### config.mk
export PLATFORM = sky130hd
export DESIGN_NAME = wb_bram_target
export DESIGN_NICKNAME = d
export VERILOG_FILES = /design/src/rtl/wb_bram_target.sv
export SDC_FILE = /design/constraint.sdc
export NUM_CORES = 1
export LEC_CHECK = 0
export CORE_MARGIN = 8
export CORE_UTILIZATION = 40
export CTS_CLUSTER_DIAMETER = 150
export DETAILED_ROUTE_END_ITERATION = 7
export GPL_TIMING_DRIVEN = 0
export PLACE_DENSITY = 0.8
export SYNTH_ARGS = -nofsm -noshare
export SYNTH_HDL_FRONTEND = slang
export SYNTH_SLANG_ARGS = --single-unit
### constraint.sdc
create_clock -name clock -period 4.05 [get_ports clock]
set_input_delay 0.6075 -clock clock [delete_from_list [all_inputs] [get_ports clock]]
set_output_delay 0.6075 -clock clock [all_outputs]
set_load 0.1 [all_outputs]
### src/rtl/wb_bram_target.sv
// Wishbone target bridging one interconnect slot to a synchronous block RAM with registered RAM pins.
// Latency T0->ack: write 2, read 2+READ_LATENCY, range error 1; one access at a time, cyc low aborts.
module wb_bram_target #(
  parameter int ADDR_WIDTH     = 32,
  parameter int DATA_WIDTH     = 32,
  parameter int BRAM_ADR_WIDTH = 22,
  parameter int DEPTH_WORDS    = 2**BRAM_ADR_WIDTH,
  parameter int READ_LATENCY   = 1,
  parameter int ERR_ENABLE     = 1
) (
  input  logic                      clock,
  input  logic                      reset,
  input  logic [ADDR_WIDTH-1:0]     adr,
  input  logic [DATA_WIDTH-1:0]     dat_w,
  output logic [DATA_WIDTH-1:0]     dat_r,
  input  logic                      cyc,
  input  logic                      stb,
  input  logic                      we,
  input  logic [DATA_WIDTH/8-1:0]   sel,
  output logic                      ack,
  output logic                      err,
  output logic [BRAM_ADR_WIDTH-1:0] bram_adr,
  output logic                      bram_en,
  output logic [DATA_WIDTH/8-1:0]   bram_we,
  output logic [DATA_WIDTH-1:0]     bram_dat_w,
  input  logic [DATA_WIDTH-1:0]     bram_dat_r
);

  localparam int SEL_WIDTH = DATA_WIDTH / 8;
  localparam int OFS       = $clog2(SEL_WIDTH);

  typedef enum logic [1:0] {IDLE, ISSUE, WAIT, RESP} state_t;

  state_t                   state, state_nxt;
  logic [2:0]               cnt, cnt_nxt;
  logic                     req_we;
  logic                     ack_nxt, err_nxt, en_nxt, capture;
  logic [SEL_WIDTH-1:0]     we_nxt;
  logic [BRAM_ADR_WIDTH-1:0] idx;
  logic                     in_range;
  logic                     unused_adr;

  assign idx        = adr[OFS +: BRAM_ADR_WIDTH];
  assign in_range   = ({{(64-BRAM_ADR_WIDTH){1'b0}}, idx} < 64'(DEPTH_WORDS));
  assign unused_adr = ^adr;

  always_ff @(posedge clock or posedge reset) begin
    if (reset) state <= IDLE;
    else       state <= state_nxt;
  end

  // Next-state logic also produces the next values of the registered outputs.
  always_comb begin
    state_nxt = state;
    cnt_nxt   = cnt;
    ack_nxt   = 1'b0;
    err_nxt   = 1'b0;
    en_nxt    = 1'b0;
    we_nxt    = '0;
    capture   = 1'b0;
    case (state)
      IDLE: begin
        if (cyc && stb) begin
          if (!in_range && (ERR_ENABLE != 0)) begin
            state_nxt = RESP;
            err_nxt   = 1'b1;
          end else begin
            state_nxt = ISSUE;
            en_nxt    = 1'b1;
            we_nxt    = we ? sel : '0;
          end
        end
      end
      ISSUE: begin
        if (!cyc) begin
          state_nxt = IDLE;
        end else if (req_we) begin
          state_nxt = RESP;
          ack_nxt   = 1'b1;
        end else begin
          state_nxt = WAIT;
          cnt_nxt   = 3'(READ_LATENCY);
        end
      end
      WAIT: begin
        if (!cyc) begin
          state_nxt = IDLE;
          cnt_nxt   = '0;
        end else if (cnt == 3'd1) begin
          state_nxt = RESP;
          ack_nxt   = 1'b1;
          capture   = 1'b1;
          cnt_nxt   = '0;
        end else begin
          cnt_nxt   = cnt - 3'd1;
        end
      end
      RESP:    state_nxt = IDLE;
      default: state_nxt = IDLE;
    endcase
  end

  // RAM pins only load when an access is actually issued, so rejected requests leave them quiet.
  always_ff @(posedge clock or posedge reset) begin
    if (reset) begin
      cnt        <= '0;
      req_we     <= 1'b0;
      ack        <= 1'b0;
      err        <= 1'b0;
      bram_en    <= 1'b0;
      bram_we    <= '0;
      bram_adr   <= '0;
      bram_dat_w <= '0;
      dat_r      <= '0;
    end else begin
      cnt     <= cnt_nxt;
      ack     <= ack_nxt;
      err     <= err_nxt;
      bram_en <= en_nxt;
      bram_we <= we_nxt;
      if (en_nxt) begin
        bram_adr   <= idx;
        bram_dat_w <= dat_w;
        req_we     <= we;
      end
      if (capture) dat_r <= bram_dat_r;
    end
  end

endmodule

---- Word level (Yosys, flattened, before mapping) ----
Index checks and enable logic that the tools add are counted.
word-level totals
  output and inout bits ................... 93
  ROM bits ................................ 0
  memory bits (writable) .................. 0
  bits in latches ......................... 0
  flip-flop bits (word level) ............. 98
  input port bits ......................... 105
  word-level logic and storage cells ...... 45
  memories ................................ 0
cells by class
  bitwise gates (word level) .............. 0
  shift-type cells ........................ 0
  magnitude comparators ................... 0
  reductions and logical operators ........ 5
  divide/modulo/power cells ............... 0
  muxes and demuxes ....................... 22
  multiply operators ...................... 0
  equal/unequal tests ..................... 8
  add/subtract/negate cells ............... 1
operators with widths
  cell                                                                number
  3-bit two-way mux                                                   4
  4-bit two-way mux                                                   3
  1-bit two-way mux                                                   8
  2-bit two-way mux                                                   4
  2-bit case mux with 4 select lines                                  1
  2-bit != test, second input constant                                3
  3-bit case mux with 2 select lines                                  1
  2-bit == test, second input constant                                2
  3-bit by 1-bit == test with 1-bit output, second input constant     1
  3-bit != test, second input constant                                1
  3-bit AND reduction                                                 1
  3-bit by 1-bit subtractor with 3-bit output, second input constant  1
  2-bit by 1-bit == test with 1-bit output, second input constant     1
  2-bit logical NOT                                                   1
  1-bit case mux with 2 select lines                                  1
  2-bit AND reduction                                                 1
  2-bit nonzero test                                                  1
  1-bit logical AND                                                   1

---- Depth between registers and ports, before layout ----
  word-level depth ........................ 4
  depth in mapped cells ................... 6
  gate-level depth less buffers ........... 5

---- Least setup slack after synthesis ----
Ideal clock, no wire load.
  kind .................................... input to register
  start ................................... in cyc
  end ..................................... reg bram_dat_w[1]
  cell stages on the path ................. 5
  library setup time ...................... 0.125 ns
  data required time ...................... 3.925 ns
  arrival time ............................ 1.458 ns
  setup slack ............................. 2.466 ns
  buffers on the path ..................... 2
  path through ............................ buf_6 > nand2_2 > nor2_4 > buf_4 > mux2_2
between the ends
  longest elaborated chain between the ends .. 3
RTL lines
  what                  RTL line  source
  from (decl)           16        input logic cyc,
  1-bit logical AND     63        if (cyc && stb) begin
  1-bit two-way mux     63
  1-bit two-way mux     61        case (state)
  via en_nxt            37        logic ack_nxt, err_nxt, en_nxt, capture;
  to (signal assigned)  123       bram_dat_w <= dat_w;
  to (decl)             25        output logic [DATA_WIDTH-1:0] bram_dat_w,
The timed path passes the listed nets, and every way through them passes these cells.
A chain may end at the register's enable or synchronous reset.

---- Worst setup path in the final report ----
  start ................................... reg dat_r[11]
  end ..................................... out dat_r[11]
RTL lines
  what                    RTL line  source
  from (decl)             15        output logic [DATA_WIDTH-1:0] dat_r,
  from (signal assigned)  126       if (capture) dat_r <= bram_dat_r;
No word-level cell between the ends.

==> results.toml <==
[yosys]
avgSynthCellArea_um2 = 16.7
synth_nets = 347
ys_ff_latch = 98
synthAdderAreaFrac_pct = 1.58
synth-simple-area-share_pct = 2.97
syn_area_mm2 = 0.00397
synth_top_area_share_pct = 61.8
synthCells = 237
yosys.area.top_type = "dfrtp_1"
synth_area_leaders = "dfrtp_1 62%, mux2_2 16%, mux2_4 11%, buf_6 2.6%, ha_1 1.6%"
synth_top_family_by_area = "multiplexers"
synth_compound_area_share_pct = 1.99
synth.distinct_cells = 30
synth.area.mux_share_pct = 27.9
synth_warnings = 0
synth_flop_cell = "dfrtp_1"
seq_area_frac_synth_pct = 61.8
synth-edff-count = 0
synthArstFlopShare_pct = 100
synth_xor_area_share_pct = 0

[cts]
cts_buffer_depth = 2
cts-root-buf = "clkbuf_8"
clock-sinks = 98
clock_latency_ps = 360
clk_pin_slew_ps = 90
post_cts_resized = 0
cts_setup_buffers = 0
cts_hold_buf = 0
cts_tree = "yes"
h-tree-depth = 3
cts_buffers = 9

[timing]
tightest_slew_ps = 1020
period_needed_ps = 2500
whs_ps = 492
max_slew_margin_pct = 31.6
fmax_mhz = 400
setup_viol = 0
maxSlewViolCount = 0
rsz0062_at_grt = "false"
post-route-period-util_pct = 61.7
finClkSkew_ps = 8.62
finalHoldViolCount = 0

[cells_and_area]
area_growth_pct = 57.5
layout_commonest_cell = "clkdlybuf4s50_1"
n_antenna_cell = 0
ff_latch_area_mm2 = 0.00245
final_cell_mix = "185 x clkdlybuf4s50_1, 98 x dfrtp_1, 55 x mux2_2"
fill_cells = 750
nets = 544
multi_input_area_mm2 = 0.00137
drive_above_1_share_pct = 26.7

[placed_design]
portBuffers = 185
dpl.hpwl_mm = 8.01
gp_congestion = 0.705

[global_routing]
grt_max_degree = 57
grt_pass1_wl_mm = 15.6
overflow = 0
grt_pass1_vias = 2959
antenna_found_initial = 0
grt.total_usage_pct = 15.1

[critical_path]
crit_path_max_fanout = 2
critPathMaxStageDelay_ps = 1160
cp.required_ps = 3440
crit_path_cell_trace = "clkdlybuf4s50_1"
crit_arrival_ps = 1890
path_class = "reg2out"
worst_path_max_delay_cell = "clkdlybuf4s50_1"
cp-end-kind = "output pin"
path_delay_family = "buffers and inverters"
cp-start-kind = "flip-flop"
critPathBufInv = 1

[routing]
viasPerCell = 4.62
drtPass1Iterations = 7
wl_per_cell_um = 17.7
wl_mm = 10.1
drt_iter0_drc = 56
via_count = 2645
ant_nets = 0
drc = 0

[die]
fp-row-count = 36
io_pins = 198
die_y_um = 116
dieArea_mm2 = 0.0134
die_w_um = 116
core_mm2 = 0.00968
initial_core_util_pct = 41.0

[min_path]
hold_path.class = "reg2reg"

[status]
status = "complete, no violations"

[job]
maxCapViolCount = 0
[cell families (layout without fill, tap and decap cells)]
logic type,Yosys count,after routing
DFF,98,98
muxes,89,89
buffers and inverters,18,220
and+or+nand+nor,16,16
AOI/OAI and AO/OA,10,10
adders and majority gates,5,5
other,1,1
[worst paths after layout]
| path | start | endpoint | slack [ps] | cells past startpoint |
|---|---|---|---|---|
| hold reg to reg | bram_adr[16] | bram_adr[16] | 490 | 1 |
| setup reg to reg | state[0] | bram_dat_w[21] | 2340 | 6 |
| hold / removal | bram_adr[16] | bram_adr[16] | 490 | 1 |
| max in group asynchronous | reset | dat_r[28] | 2700 | 3 |
| min in group asynchronous | reset | bram_dat_w[14] | 690 | 2 |
| setup / recovery | dat_r[11] | dat_r[11] | 1550 | 1 |
[sequential cells by signal (all words and copies together), names as in the netlist]
register	flops
bram_dat_w	32
dat_r	32
bram_adr	22
bram_we	4
cnt	3
state	2
ack	1
bram_en	1
req_we	1
[cell type report]
cell class              count  share of cell area [%]
plain buffers              11                    1.86
clock buffers              10                    2.04
clock inverters             6                    1.68
inverters                   7                   0.461
multi-input cells         121                    22.0
flip-flops and latches     98                    39.3
well taps                 133                    2.66
repair buffers            186                    30.1
[through the flow]
step	TNS [ps]	cell area [um2]	setup WS, ps	utilization, %	instances
final	0	6250	1550	64.5	572
after global routing	0	6250	1490	64.5	572
after CTS	0	6250	1520	64.5	572
after detailed placement	0	6010	1940	62.1	556
after global placement	-54670	5980	-565	61.8	555
after floorplan	0	3970	880	-	237
[layer usage]
metal | vias to the layer above | wire, um | global-route usage [%]
li1 | 1222 | - | -
met1 | 1307 | 3890 | 16.4
met2 | 101 | 5300 | 27.1
met3 | 15 | 717 | 4.17
met4 | 0 | 196 | 6.57
met5 | - | 0 | 0
[synthesized netlist by cell type, types with 2 or more instances]
cell type and number:
mux2_4 29, inv_1 7, buf_6 9, mux2_1 3, mux2i_1 2, and3_1 4, a2bb2oi_1 2, mux2_2 55
buf_4 2, nand2_1 3, ha_1 5, dfrtp_1 98
Power is not shown: default switching activity piles up to over one toggle a cycle in this logic, so the estimate is an artifact.
